==> config.mk <==
export PLATFORM = sky130hd
export DESIGN_NAME = team_06_i2c_effect_cmd_flat
export DESIGN_NICKNAME = d
export VERILOG_FILES = /design/src/rtl/team_06_i2c_effect_cmd_pkg.sv /design/src/rtl/team_06_i2c_effect_cmd_if.sv /design/src/rtl/team_06_i2c_effect_cmd_fifo.sv /design/src/rtl/team_06_i2c_effect_cmd.sv /design/src/flat_wrapper.sv
export SDC_FILE = /design/constraint.sdc
export NUM_CORES = 1
export LEC_CHECK = 0
export ABC_AREA = 0
export BUFFER_PORTS_ARGS = -buffer_cell sky130_fd_sc_hd__buf_2
export CAP_MARGIN = 20
export CORE_MARGIN = 3
export CORE_UTILIZATION = 40
export DETAILED_ROUTE_END_ITERATION = 10
export GPL_ROUTABILITY_DRIVEN = 0
export PLACE_DENSITY = 0.63
export SKIP_LAST_GASP = 1
export SLEW_MARGIN = 20
export SYNTH_ARGS = -nofsm -noshare
export SYNTH_HDL_FRONTEND = slang
export SYNTH_SLANG_ARGS = --single-unit
==> constraint.sdc <==
create_clock -name clk -period 2.7 [get_ports clk]
set_input_delay 0.54 -clock clk [delete_from_list [all_inputs] [get_ports clk]]
set_output_delay 0.54 -clock clk [all_outputs]
set_load 0.05 [all_outputs]
==> src/rtl/team_06_i2c_effect_cmd_pkg.sv <==
// Shared definitions for the team_06 I2C transmitter: command FSM states,
// the I2C write-direction bit and frame lengths (also used by the bit-level
// master). Frame length depends on macro CMD_CHECKSUM_EN.
package team_06_i2c_pkg;

  typedef enum logic [2:0] {
    IDLE = 3'd0,
    ADDR = 3'd1,
    REG  = 3'd2,
    DATA = 3'd3,
    CSUM = 3'd4
  } cmd_state_t;

  // R/W bit appended to the 7-bit address; 0 selects a write
  localparam logic I2C_WR_BIT = 1'b0;

  localparam int FRAME_LEN_3B = 3;
  localparam int FRAME_LEN_4B = 4;
`ifdef CMD_CHECKSUM_EN
  localparam int FRAME_LEN = FRAME_LEN_4B;
`else
  localparam int FRAME_LEN = FRAME_LEN_3B;
`endif

endpackage

==> src/rtl/team_06_i2c_effect_cmd_if.sv <==
// Byte-level valid/ready link from the command framer to the I2C bit master.
// master = byte source (framer), slave = byte sink (bit-level master).
interface team_06_i2c_effect_cmd_if;
  logic [7:0] tx_byte;
  logic       tx_valid;
  logic       tx_ready;
  logic       tx_start;
  logic       tx_stop;

  modport master (output tx_byte, output tx_valid, output tx_start,
                  output tx_stop, input tx_ready);
  modport slave  (input tx_byte, input tx_valid, input tx_start,
                  input tx_stop, output tx_ready);
endinterface

==> src/rtl/team_06_i2c_effect_cmd_fifo.sv <==
// Small synchronous FIFO with combinational head read. When ovr_en is set,
// a push into a full FIFO (without a simultaneous pop) replaces the newest
// entry instead of being dropped.
module team_06_sync_fifo #(
  parameter int WIDTH = 4,
  parameter int DEPTH = 4
) (
  input  logic             clk,
  input  logic             nrst,
  input  logic             push,
  input  logic             pop,
  input  logic             ovr_en,
  input  logic [WIDTH-1:0] din,
  output logic [WIDTH-1:0] head,
  output logic             empty,
  output logic             full
);
  localparam int AW = $clog2(DEPTH);
  localparam logic [AW-1:0] ONE = 1;

  logic [WIDTH-1:0] mem [DEPTH];
  logic [AW:0]      wr_ptr, rd_ptr;
  logic [AW-1:0]    wr_idx, ovr_idx;
  logic             do_pop, do_push, do_ovr;

  assign wr_idx  = wr_ptr[AW-1:0];
  assign ovr_idx = wr_idx - ONE;
  assign empty   = (wr_ptr == rd_ptr);
  assign full    = (wr_ptr[AW] != rd_ptr[AW]) && (wr_idx == rd_ptr[AW-1:0]);
  assign head    = mem[rd_ptr[AW-1:0]];

  assign do_pop  = pop && !empty;
  assign do_push = push && (!full || do_pop);
  assign do_ovr  = push && full && !do_pop && ovr_en;

  // pointer update and storage write (normal push or newest-entry overwrite)
  always_ff @(posedge clk) begin
    if (!nrst) begin
      wr_ptr <= '0;
      rd_ptr <= '0;
      for (int i = 0; i < DEPTH; i++) mem[i] <= '0;
    end else begin
      if (do_push) begin
        mem[wr_idx] <= din;
        wr_ptr      <= wr_ptr + 1'b1;
      end else if (do_ovr) begin
        mem[ovr_idx] <= din;
      end
      if (do_pop) rd_ptr <= rd_ptr + 1'b1;
    end
  end

endmodule

==> src/rtl/team_06_i2c_effect_cmd.sv <==
// Effect-code command framer: synchronizes and debounces the effect input,
// queues each newly settled code and sends it as an I2C write frame
// (addr, register, data[, checksum when CMD_CHECKSUM_EN is defined]).
module team_06_i2c_effect_cmd
  import team_06_i2c_pkg::*;
#(
  parameter int         EFFECT_W      = 4,
  parameter logic [6:0] DEV_ADDR      = 7'h3C,
  parameter logic [7:0] REG_ADDR      = 8'h01,
  parameter int         SETTLE_CYCLES = 1024,
  parameter int         FIFO_DEPTH    = 4
) (
  input  logic                          clk,
  input  logic                          nrst,
  input  logic [EFFECT_W-1:0]           effect,
  team_06_i2c_effect_cmd_if.master      tx,
  output logic                          busy,
  output logic                          overflow
);
  localparam int CNT_W = $clog2(SETTLE_CYCLES);
  localparam logic [CNT_W-1:0] CNT_MAX = CNT_W'(SETTLE_CYCLES - 1);
  localparam logic [CNT_W-1:0] CNT_ARM = CNT_W'(SETTLE_CYCLES - 2);
  localparam cmd_state_t LAST_ST = (FRAME_LEN == FRAME_LEN_4B) ? CSUM : DATA;

  logic [EFFECT_W-1:0] sync1, sync2, prev, last_sent, head;
  logic [CNT_W-1:0]    cnt;
  logic                changed, accept, pop, empty, full;
  logic [7:0]          data_byte;
  cmd_state_t          state;

  // accept on the edge where the counter steps onto its saturation value,
  // so a saturated counter never re-fires
  assign changed   = (sync2 != prev);
  assign accept    = !changed && (cnt == CNT_ARM) && (sync2 != last_sent);
  assign pop       = tx.tx_valid && tx.tx_ready && (state == LAST_ST);
  assign data_byte = 8'(head);
  assign busy      = !empty || (state != IDLE);

  // input synchronizer, settle counter and last-accepted value
  always_ff @(posedge clk) begin
    if (!nrst) begin
      sync1     <= '0;
      sync2     <= '0;
      prev      <= '0;
      cnt       <= '0;
      last_sent <= '0;
    end else begin
      sync1 <= effect;
      sync2 <= sync1;
      prev  <= sync2;
      if (changed)             cnt <= '0;
      else if (cnt != CNT_MAX) cnt <= cnt + 1'b1;
      if (accept) last_sent <= sync2;
    end
  end

  // sticky flag: an accepted command replaced the newest queued entry
  always_ff @(posedge clk) begin
    if (!nrst)                       overflow <= 1'b0;
    else if (accept && full && !pop) overflow <= 1'b1;
  end

  team_06_sync_fifo #(.WIDTH(EFFECT_W), .DEPTH(FIFO_DEPTH)) u_fifo (
    .clk    (clk),
    .nrst   (nrst),
    .push   (accept),
    .pop    (pop),
    .ovr_en (1'b1),
    .din    (sync2),
    .head   (head),
    .empty  (empty),
    .full   (full)
  );

  // frame sequencer with registered byte/flag outputs; the head entry
  // cannot be overwritten while it is being sent (overwrite hits the tail)
  always_ff @(posedge clk) begin
    if (!nrst) begin
      state       <= IDLE;
      tx.tx_valid <= 1'b0;
      tx.tx_byte  <= 8'h00;
      tx.tx_start <= 1'b0;
      tx.tx_stop  <= 1'b0;
    end else begin
      case (state)
        IDLE: if (!empty) begin
          state       <= ADDR;
          tx.tx_valid <= 1'b1;
          tx.tx_byte  <= {DEV_ADDR, I2C_WR_BIT};
          tx.tx_start <= 1'b1;
          tx.tx_stop  <= 1'b0;
        end
        ADDR: if (tx.tx_ready) begin
          state       <= REG;
          tx.tx_byte  <= REG_ADDR;
          tx.tx_start <= 1'b0;
        end
        REG: if (tx.tx_ready) begin
          state      <= DATA;
          tx.tx_byte <= data_byte;
`ifdef CMD_CHECKSUM_EN
          tx.tx_stop <= 1'b0;
`else
          tx.tx_stop <= 1'b1;
`endif
        end
`ifdef CMD_CHECKSUM_EN
        DATA: if (tx.tx_ready) begin
          state      <= CSUM;
          tx.tx_byte <= REG_ADDR ^ data_byte;
          tx.tx_stop <= 1'b1;
        end
        CSUM: if (tx.tx_ready) begin
          state       <= IDLE;
          tx.tx_valid <= 1'b0;
          tx.tx_byte  <= 8'h00;
          tx.tx_stop  <= 1'b0;
        end
`else
        DATA: if (tx.tx_ready) begin
          state       <= IDLE;
          tx.tx_valid <= 1'b0;
          tx.tx_byte  <= 8'h00;
          tx.tx_stop  <= 1'b0;
        end
`endif
        default: begin
          state       <= IDLE;
          tx.tx_valid <= 1'b0;
          tx.tx_byte  <= 8'h00;
          tx.tx_start <= 1'b0;
          tx.tx_stop  <= 1'b0;
        end
      endcase
    end
  end

endmodule
==> src/flat_wrapper.sv <==
// flat-port wrapper written by rule: the top's interface ports become plain ports
module team_06_i2c_effect_cmd_flat import team_06_i2c_pkg::*;
#(
  parameter int         EFFECT_W      = 4,
  parameter logic [6:0] DEV_ADDR      = 7'h3C,
  parameter logic [7:0] REG_ADDR      = 8'h01,
  parameter int         SETTLE_CYCLES = 1024,
  parameter int         FIFO_DEPTH    = 4
)
  (clk, nrst, effect, busy, overflow, tx_tx_byte, tx_tx_valid, tx_tx_start, tx_tx_stop, tx_tx_ready);
  team_06_i2c_effect_cmd_if tx_i ();
  input  logic clk;
  input  logic nrst;
  input  logic [EFFECT_W-1:0] effect;
  output logic busy;
  output logic overflow;
  output wire logic [$bits(tx_i.tx_byte)-1:0] tx_tx_byte;
  output wire logic [$bits(tx_i.tx_valid)-1:0] tx_tx_valid;
  output wire logic [$bits(tx_i.tx_start)-1:0] tx_tx_start;
  output wire logic [$bits(tx_i.tx_stop)-1:0] tx_tx_stop;
  input wire logic [$bits(tx_i.tx_ready)-1:0] tx_tx_ready;
  assign tx_tx_byte = tx_i.tx_byte;
  assign tx_tx_valid = tx_i.tx_valid;
  assign tx_tx_start = tx_i.tx_start;
  assign tx_tx_stop = tx_i.tx_stop;
  assign tx_i.tx_ready = tx_tx_ready;
  team_06_i2c_effect_cmd #(.EFFECT_W(EFFECT_W), .DEV_ADDR(DEV_ADDR), .REG_ADDR(REG_ADDR), .SETTLE_CYCLES(SETTLE_CYCLES), .FIFO_DEPTH(FIFO_DEPTH)) u_core (.clk(clk), .nrst(nrst), .effect(effect), .tx(tx_i), .busy(busy), .overflow(overflow));
endmodule
==> flow_metrics.env, run 1 <==
export IMPL_finalWorstSetupSlack_ns=0.3769
export IMPL_diodes=0
export IMPL_antenna_found_initial=0
export IMPL_fmax_mhz=430.5
export IMPL_place_inst=390
export IMPL_initial_core_util_pct=41.66
export IMPL_rsz0062_at_grt="no"
export IMPL_yosysTopAreaCell="dfxtp_1"
export IMPL_synth_most_common_cell="dfxtp_1"
export IMPL_internal_power_mw=1.565
export IMPL_n_fill_cell=649
export IMPL_synth_top_area_share_pct=31.48
export IMPL_setup_viol_count_final=0
export IMPL_die_y_um=90.58
export IMPL_drcViolationCount=0
export IMPL_synthTopCellsByCount="45 x dfxtp_1, 25 x nor2_1, 22 x nand2_1, 16 x edfxtp_1, 15 x nor2b_1"
export IMPL_seq_area_sq_um=1381
export IMPL_syn_mean_instance_area_sq_um=10.04
export IMPL_p_switching_uw=676.1
export IMPL_synthSimpleGateAreaFrac_pct=22.17
export IMPL_multi_input_area_sq_um=1376
export IMPL_synth_compound_area_share_pct=9.139
export IMPL_final_max_slew_viol_count=0
export IMPL_cts_sinks=61
export IMPL_postCtsHoldBufs=0
export IMPL_seqPwrFrac_pct=45.7
export IMPL_synth_edff_count=16
export IMPL_grt_max_degree=34
export IMPL_p_comb_share_pct=19.3
export IMPL_syn_area_sq_um=2861
export IMPL_cp_data_arrival_time_ns=2.29
export IMPL_grt_overflow=0
export IMPL_finalNetCount=321
export IMPL_pre_cts_ws_ns=0.3661
export IMPL_worstSetupStartpointType="register"
export IMPL_period_share_pct=86.04
export IMPL_ys_async_sr_fraction_pct=0
export IMPL_synth_xor_area_share_pct=6.428
export IMPL_relSlewSlack_pct=58.07
export IMPL_status="finished, final reports clean"
export IMPL_worst_pin_slew_ns=0.6247
export IMPL_syn2layout_area_growth_pct=13.12
export IMPL_power_share_clock_pct=35.1
export IMPL_p_leak_nw=1.294
export IMPL_yosys_top_cells_area="dfxtp_1 31%, edfxtp_1 17%, ha_1 3.9%"
export IMPL_drv_cap=0
export IMPL_fin_skew_ns=0.004759
export IMPL_drt_vias_per_instance=5.005
export IMPL_busiest_layer="met2"
export IMPL_placed_area_sq_um=3039
export IMPL_root_buffer="clkbuf_8"
export IMPL_layout_drive_gt1_share_pct=13.92
export IMPL_clk_latency_ns=0.33
export IMPL_gr_usage_met3_pct=4.750
export IMPL_grt_util_met2_pct=22.61
export IMPL_tns_ns=0
export IMPL_synth_fp_nets=301
export IMPL_core_rowCount=30
export IMPL_detail_route_antenna_nets=0
export IMPL_holdCritStartpoint="effect[3]"
export IMPL_hpwl_um=3685
export IMPL_cts_buffer_depth=2
export IMPL_port_buffers=18
export IMPL_sw_frac_of_total_pct=30.16
export IMPL_fin_area_sq_um=3237
export IMPL_cts_tree="built"
export IMPL_synth_top_family_by_area="simple AND/OR/NAND/NOR gates"
export IMPL_die_w_um=90.58
export IMPL_grt_pass1_vias=1989
export IMPL_wl_per_cell_um=12.53
export IMPL_gr_usage_met1_pct=16.03
export IMPL_clkTransAtPathRegs_ns=0.06
export IMPL_crit_path_start="u_core.state[1]"
export IMPL_critical_path_class="register to register"
export IMPL_r2r_start="u_core.state[1]"
export IMPL_min_period_ns=2.323
export IMPL_syn_instance_count=285
export IMPL_ir_worst_vdd_mv=0.4272
export IMPL_num_io_pins=20
export IMPL_crit_fanout=6
export IMPL_seq_area_frac_synth_pct=48.27
export IMPL_num_vias=2027
export IMPL_drt_iter0_markers=124
export IMPL_hold_viol=0
export IMPL_ys_flop_type="dfxtp_1"
export IMPL_wirelength_um=5073
export IMPL_synth_mux_area_share_pct=6.296
export IMPL_postCtsResizedCells=0
export IMPL_end_kind="register"
export IMPL_cts_buffers=9
export IMPL_ys_ff_latch=61
export IMPL_cp_data_required_time_ns=2.67
export IMPL_final_core_util_pct=47.12
export IMPL_cts_setup_buffers=0
export IMPL_dieArea_sq_um=8205
export IMPL_grt_pass1_wl_um=9004
export IMPL_htreeDepth=3
export IMPL_min_path_type="primary input to register"
export IMPL_pwr_density_cell_nw_per_um2=692.5
export IMPL_synth_adder_area_share_pct=3.935
export IMPL_grt_usage_pct=13.76
export IMPL_finalNonFillerCells=405
export IMPL_synth_cell_types=46
export IMPL_ys_warn_count=0
export IMPL_fp_coreArea_sq_um=6869
export IMPL_drt_pass1_iter_count=4
## layer usage
layer / wire length, um / vias to the layer above / share of wire (%)
met5: 0 / - / 0
met4: 98 / 0 / 1.9
met3: 236 / 10 / 4.7
met2: 2373 / 44 / 47
met1: 2365 / 932 / 47
li1: - / 1041 / -
## kinds of logic (layout without fill, tap and decap cells)
group                    after synthesis  after routing
other                                  1              1
AND/OR/NAND/NOR                      116            116
XOR/XNOR                              21             21
AO/OA/AOI/OAI                         40             40
multiplexers                          13             13
buffers and inverters                 24             48
flip-flops                            61             61
adder cells (fa/ha/maj)                9              9
## cells in the final DEF, fill, tap and decap left out, types with 3 or more instances in the layout
cell type and count:
dfxtp_1 45, nor2_1 25, nand2_1 22, buf_2 18, edfxtp_1 16, nor2b_1 15, and2_1 14, a21oi_1 14
xnor2_1 12, clkbuf_8 12, inv_1 11, xor2_1 9, nand3_1 9, mux2i_1 9, ha_1 9, and3_1 7
o21ai_0 7, nor3_1 7, nand4_1 5, mux4_2 4, buf_4 4, and4_1 3
## sequential cells by signal, summed over array words and instances, names as in the netlist, named ones only
register and count:
u_core.prev 4, u_core.tx.tx_stop 1, u_core.tx.tx_start 1, u_core.overflow 1
u_core.last_sent 4, u_core.sync2 4, u_core.cnt 10, u_core.state 2
u_core.u_fifo.wr_ptr 3, u_core.sync1 4, u_core.u_fifo.mem 16, u_core.tx.tx_valid 1
u_core.u_fifo.rd_ptr 3, u_core.tx.tx_byte 5
## worst paths after layout
path              slack [ns]  cells past startpoint                       to
setup reg to reg        0.38                      6  u_core.u_fifo.mem[2][1]
setup / recovery        0.38                      6  u_core.u_fifo.mem[2][1]
hold reg to reg         0.43                      1          u_core.sync2[2]
hold / removal          0.41                      2          u_core.sync1[3]
## power by group through the flow
stage	clock (mW)	combinational [mW]	sequential (mW)
after floorplan	0	0.285	1.11
after global routing	0.851	0.478	1.03
final	0.786	0.432	1.02
after CTS	0.810	0.435	1.02
after global placement	0	0.433	1.04
after detailed placement	0	0.434	1.04
## worst max-delay path, stage by stage, from the launching register on
cell and delay (ns):
dfxtp_1 0.43, ha_1 0.27, nand3_1 0.22, nand3_1 0.16
mux2i_1 0.09, or2_2 0.31, o21ai_0 0.47
## through the flow
step | hold slack, ns | total power [mW]
6_report | 0.4132 | 2.242
5_1_grt | 0.3971 | 2.359
4_1_cts | 0.3954 | 2.270
3_5_place_dp | 0.4211 | 1.479
3_3_place_gp | 0.4145 | 1.475
2_1_floorplan | 0.4119 | 1.398
## layout make-up
cell class | count | area share [%]
clock buffers | 15 | 6.107
inverters | 11 | 1.276
multi-input cells | 200 | 42.52
flip-flops and latches | 61 | 42.67
well taps | 96 | 3.711
repair buffers | 22 | 3.711
(Power assumes the default switching activity.)
==> run 2, diff against run 1 <==
- ABC_AREA: 0 -> 1
- SLEW_MARGIN: 20 -> default
==> run 2 against run 1 <==
Compared with the run above: design area down 1.2%; critical path depth up 4; cell count up 20%; non-clock buffer count down 3; sequential power about the same; sequential share of layout area up 0.50 points; core utilization down 0.55 points; sequential cell count unchanged; register-to-register slack better by 0.21 ns; count of clock-buffer cells in the layout down 6; total power up 3.4%.
==> flow_metrics.env, run 2 <==
export IMPL_top_register="u_core.u_fifo.mem"
export IMPL_hold_viol=0
export IMPL_ys_warn_count=0
export IMPL_period_share_pct=78.33
export IMPL_synth_cell_types=35
export IMPL_tns_ns=0
export IMPL_finalNetCount=399
export IMPL_hold_ws_ns=0.3732
export IMPL_pwr_density_cell_nw_per_um2=724.7
export IMPL_num_vias=2222
export IMPL_cts_setup_buffers=0
export IMPL_synth_fp_nets=378
export IMPL_die_y_um=90.49
export IMPL_final_core_util_pct=46.58
export IMPL_grt_overflow=0
export IMPL_end_kind="register"
export IMPL_final_max_slew_viol_count=0
export IMPL_grt_usage_pct=13.21
export IMPL_num_io_pins=20
export IMPL_setup_viol_count_final=0
export IMPL_worst_path_most_repeated_cell="nor2_1"
export IMPL_p_leak_nw=1.420
export IMPL_fin_skew_ns=0.007790
export IMPL_path_buf_inv=2
export IMPL_rsz0062_at_grt="no"
export IMPL_grt_pass1_vias=1968
export IMPL_dieArea_sq_um=8188
export IMPL_clk_latency_ns=0.35
export IMPL_place_inst=468
export IMPL_postCtsResizedCells=0
export IMPL_max_stage_delay_ns=0.34
export IMPL_drt_vias_per_instance=4.591
export IMPL_critical_path_class="register to register"
export IMPL_cp_data_required_time_ns=2.73
export IMPL_cts_buffer_depth=2
export IMPL_path_delay_family="simple AND/OR/NAND/NOR gates"
export IMPL_drt_pass1_iter_count=5
export IMPL_sw_frac_of_total_pct=35.88
export IMPL_initial_core_util_pct=41.57
export IMPL_internal_power_mw=1.487
export IMPL_wirelength_um=5040
export IMPL_seq_area_frac_synth_pct=48.38
export IMPL_syn_mean_instance_area_sq_um=7.887
export IMPL_detail_route_antenna_nets=0
export IMPL_hpwl_um=3710
export IMPL_min_path_type="primary input to register"
export IMPL_syn_area_sq_um=2855
export IMPL_yosysTopAreaCell="dfxtp_1"
export IMPL_pre_cts_ws_ns=0.5431
export IMPL_finalWorstSetupSlack_ns=0.5852
export IMPL_finalNonFillerCells=484
export IMPL_layout_drive_gt1_share_pct=13.40
export IMPL_port_buffers=18
export IMPL_min_period_ns=2.115
export IMPL_top_regs="u_core.u_fifo.mem (16), u_core.cnt (10), u_core.tx.tx_byte (5)"
export IMPL_grt_max_degree=24
export IMPL_core_rowCount=30
export IMPL_antenna_found_initial=0
export IMPL_yosys_top_cells_area="dfxtp_1 32%, edfxtp_1 17%, nand2_1 8.9%"
export IMPL_seqPwrFrac_pct=45.2
export IMPL_diodes=0
export IMPL_crit_fanout=7
export IMPL_cts_sinks=61
export IMPL_grt_pass1_wl_um=8487
export IMPL_synthTopCellsByCount="68 x nand2_1, 62 x inv_1, 45 x dfxtp_1, 43 x nor2_1, 27 x o21ai_0"
export IMPL_largest_register_ffs=16
export IMPL_slowest_stage="dfxtp_1"
export IMPL_htreeDepth=3
export IMPL_die_w_um=90.49
export IMPL_layout_common_cells="68 x nand2_1, 62 x inv_1, 45 x dfxtp_1, 43 x nor2_1, 27 x o21ai_0"
export IMPL_wl_per_cell_um=10.41
export IMPL_synth_top_area_share_pct=31.55
export IMPL_p_comb_share_pct=24.1
export IMPL_clkTransAtPathRegs_ns=0.07
export IMPL_power_share_clock_pct=30.7
export IMPL_p_switching_uw=832.0
export IMPL_status="finished, final reports clean"
export IMPL_drcViolationCount=0
export IMPL_worstSetupStartpointType="register"
export IMPL_root_buffer="clkbuf_8"
export IMPL_ys_async_sr_fraction_pct=0
export IMPL_ys_ff_latch=61
export IMPL_cts_buffers=9
export IMPL_postCtsHoldBufs=0
export IMPL_syn_instance_count=362
export IMPL_cts_tree="built"
export IMPL_drv_cap=0
export IMPL_fmax_mhz=472.8
export IMPL_ir_worst_vdd_mv=0.3234
export IMPL_syn2layout_area_growth_pct=12.05
export IMPL_layout_commonest_cell="nand2_1"
export IMPL_drt_iter0_markers=123
export IMPL_path_cells="ha_1 > nand3_1 > nand2_1 > nor2_1 > inv_1 > nand3_2 > nand2_2 > nand2_4 > inv_2 > nor2_1"
export IMPL_fp_coreArea_sq_um=6869
export IMPL_synth_edff_count=16
export IMPL_cp_data_arrival_time_ns=2.14
export IMPL_synth_most_common_cell="nand2_1"
export IMPL_ys_flop_type="dfxtp_1"
run 2: worst register-to-register path: stages (launching register included):
cell and delay (ns):
dfxtp_1 0.34, ha_1 0.25, nand3_1 0.13, nand2_1 0.06, nor2_1 0.26, inv_1 0.13, nand3_2 0.13, nand2_2 0.08
nand2_4 0.11, inv_2 0.06, nor2_1 0.25
run 2: layer usage:
| layer | track usage, % | share of wire, % | vias to the layer above |
|---|---|---|---|
| li1 | - | - | 1196 |
| met1 | 15.30 | 47 | 977 |
| met2 | 21.00 | 46 | 40 |
| met3 | 5.667 | 4.9 | 9 |
| met4 | 6.250 | 1.9 | 0 |
| met5 | 0 | 0 | - |
run 2: kinds of logic after synthesis:
group / share of synthesized area, %
mux: 0.3506
flops: 48.38
compound gates: 11.44
xor+xnor: 1.227
fa+ha+maj: 3.944
other cells: 0.1313
simple gates: 24.45
buf+inv: 10.08
run 2: cell type report:
type,count,area (sq um)
inverter,64,240.2
tap,96,120.1
fill,698,3670
clock inverter,7,50.05
sequential,61,1381
multi-input combinational,228,1186
timing repair buffer,19,97.59
clock buffer,9,123.9
run 2: power by group through the flow:
stage | clock network [mW] | registers (mW) | logic [mW]
after floorplan | 0 | 1.19 | 0.348
after global placement | 0 | 1.07 | 0.553
after detailed placement | 0 | 1.07 | 0.558
after CTS | 0.736 | 1.05 | 0.561
after global routing | 0.778 | 1.06 | 0.612
final | 0.711 | 1.05 | 0.558
run 2: final timing paths:
check | startpoint | end | slack, ns | cells past startpoint
setup / recovery | u_core.state[0] | u_core.u_fifo.mem[3][1] | 0.59 | 10
hold / removal | effect[2] | u_core.sync1[2] | 0.37 | 3
hold reg to reg | u_core.sync1[0] | u_core.sync2[0] | 0.41 | 2
setup reg to reg | u_core.state[0] | u_core.u_fifo.mem[3][1] | 0.59 | 10
run 2: metrics by stage:
stage	area (sq um)	total power, mW
floorplan	2855	1.534
global placement	3025	1.622
detailed placement	3025	1.629
CTS	3199	2.347
global route	3199	2.450
finish	3199	2.318
==> run 3, diff against run 2 <==
- PLACE_DENSITY: 0.63 -> 0.65
- clock period: 2.7 -> 1.8 ns (I/O delays scaled with it)
==> run 3 against run 2 <==
Compared with the run above: the flow now finishes with violations (negative setup slack); clock skew increased by 0.0092 ns; first-iteration DRC count is 32% lower; via count is 13% higher; non-clock buffer count up 55; cell count increased by 11%; largest cell class is now multi-input gates; highest routed layer unchanged.
==> flow_metrics.env, run 3 (synthesis results as in run 2) <==
export IMPL_drt_iter0_markers=84
export IMPL_slowest_stage="dfxtp_2"
export IMPL_cts_buffers=9
export IMPL_grt_usage_pct=15.50
export IMPL_clkTransAtPathRegs_ns=0.06
export IMPL_finalWorstSetupSlack_ns=-0.03755
export IMPL_grt_pass1_vias=2399
export IMPL_core_rowCount=30
export IMPL_htreeDepth=3
export IMPL_final_core_util_pct=57.76
export IMPL_period_share_pct=102.1
export IMPL_rsz0062_at_grt="yes"
export IMPL_diodes=0
export IMPL_hpwl_um=4129
export IMPL_grt_max_degree=15
export IMPL_postCtsHoldBufs=0
export IMPL_path_delay_family="simple AND/OR/NAND/NOR gates"
export IMPL_ir_worst_vdd_mv=0.4333
export IMPL_violations="negative setup slack"
export IMPL_max_stage_delay_ns=0.32
export IMPL_hold_viol=0
export IMPL_top_register="u_core.u_fifo.mem"
export IMPL_fp_coreArea_sq_um=6869
export IMPL_die_y_um=90.49
export IMPL_port_buffers=18
export IMPL_pwr_density_cell_nw_per_um2=987.2
export IMPL_p_leak_nw=1.779
export IMPL_layout_commonest_cell="nand2_1"
export IMPL_crit_fanout=5
export IMPL_cp_data_required_time_ns=1.88
export IMPL_detail_route_antenna_nets=0
export IMPL_drt_vias_per_instance=4.668
export IMPL_top_regs="u_core.u_fifo.mem (16), u_core.cnt (10), u_core.tx.tx_byte (5)"
export IMPL_dieArea_sq_um=8188
export IMPL_syn2layout_area_growth_pct=38.96
export IMPL_end_kind="register"
export IMPL_min_path_type="primary input to register"
export IMPL_drv_cap=0
export IMPL_n_fill_cell=586
export IMPL_critical_path_class="register to register"
export IMPL_grt_pass1_wl_um=10250
export IMPL_drt_pass1_iter_count=4
export IMPL_fin_skew_ns=0.01700
export IMPL_worstSetupStartpointType="register"
export IMPL_die_w_um=90.49
export IMPL_pre_cts_ws_ns=-0.1265
export IMPL_cts_sinks=61
export IMPL_finalNetCount=454
export IMPL_setup_viol_count_final=21
export IMPL_path_buf_inv=3
export IMPL_layout_common_cells="57 x nand2_1, 56 x inv_1, 52 x buf_4, 28 x nor2_1, 27 x o21ai_0"
export IMPL_cp_data_arrival_time_ns=1.91
export IMPL_num_io_pins=20
export IMPL_root_buffer="clkbuf_8"
export IMPL_status="finished, violations left"
export IMPL_initial_core_util_pct=41.57
export IMPL_fmax_mhz=544.2
export IMPL_worst_path_most_repeated_cell="nor2_4"
export IMPL_path_cells="inv_2 > ha_4 > inv_1 > nor2_4 > nand3_2 > nor2_4 > nand4_1 > nand3_4 > buf_6 > nor3_2"
export IMPL_tns_ns=-0.4140
export IMPL_wirelength_um=6168
export IMPL_grt_overflow=0
export IMPL_final_max_slew_viol_count=0
export IMPL_layout_drive_gt1_share_pct=38.37
export IMPL_largest_register_ffs=16
export IMPL_place_inst=505
export IMPL_finalNonFillerCells=539
export IMPL_cts_buffer_depth=2
export IMPL_clk_latency_ns=0.35
export IMPL_wl_per_cell_um=11.44
export IMPL_num_vias=2516
export IMPL_drcViolationCount=0
export IMPL_min_period_ns=1.838
export IMPL_antenna_found_initial=0
export IMPL_cts_tree="built"
[run 3: through the flow]
stage | power (mW) | instance area [sq um] | hold slack [ns]
after floorplan | 2.309 | 2867 | 0.3905
after global placement | 2.517 | 3314 | 0.3944
after detailed placement | 2.528 | 3314 | 0.3994
after CTS | 3.892 | 3735 | 0.1922
after global routing | 4.134 | 3968 | 0.2078
final | 3.917 | 3968 | 0.2069
[run 3: worst paths after layout]
kind / from / endpoint / slack (ns) / cells past startpoint
hold reg to reg: u_core.sync1[2] / u_core.sync2[2] / 0.40 / 2
setup reg to reg: u_core.cnt[0] / u_core.u_fifo.mem[2][0] / -0.04 / 10
hold / removal: effect[1] / u_core.sync1[1] / 0.21 / 3
setup / recovery: u_core.cnt[0] / u_core.u_fifo.mem[2][0] / -0.04 / 10
[run 3: layout make-up]
type | count | area [sq um] | area share [%]
inverters | 64 | 242.7 | 6.118
well taps | 96 | 120.1 | 3.027
clock inverters | 6 | 78.83 | 1.987
clock buffers | 10 | 127.6 | 3.217
multi-input cells | 228 | 1454 | 36.64
repair buffers | 74 | 531.8 | 13.40
flip-flops and latches | 61 | 1413 | 35.60
[run 3: worst register-to-register path, stage by stage, from the launching register on]
cell and delay [ns]:
dfxtp_2 0.32, inv_2 0.07, ha_4 0.13, inv_1 0.07
nor2_4 0.13, nand3_2 0.09, nor2_4 0.16, nand4_1 0.24
nand3_4 0.22, buf_6 0.13, nor3_2 0.03
[run 3: what timing repair did]
| item | 4_1_cts | 5_1_grt |
|---|---|---|
| endpoints found under the setup margin | 29 | 33 |
| resized for setup | 40 | 55 |
| buffers inserted | 14 | 5 |
| hold endpoints to repair | 0 | 0 |
| pin swaps | 11 | 22 |
[run 3: routing by layer]
metal	track usage, %	share of wire, %	vias to the layer above
met2	26.81	52	36
met3	4.333	3.2	17
met4	7.908	2.4	0
met5	0	0	-
met1	17.32	43	1154
li1	-	-	1309
[run 3: power by group]
part / switching [mW] / internal [mW] / leakage (nW)
registers: 0.0533 / 1.51 / 0.535
clock network: 0.520 / 0.768 / 0.107
logic: 0.699 / 0.365 / 1.14
total: 1.27 / 2.64 / 1.78
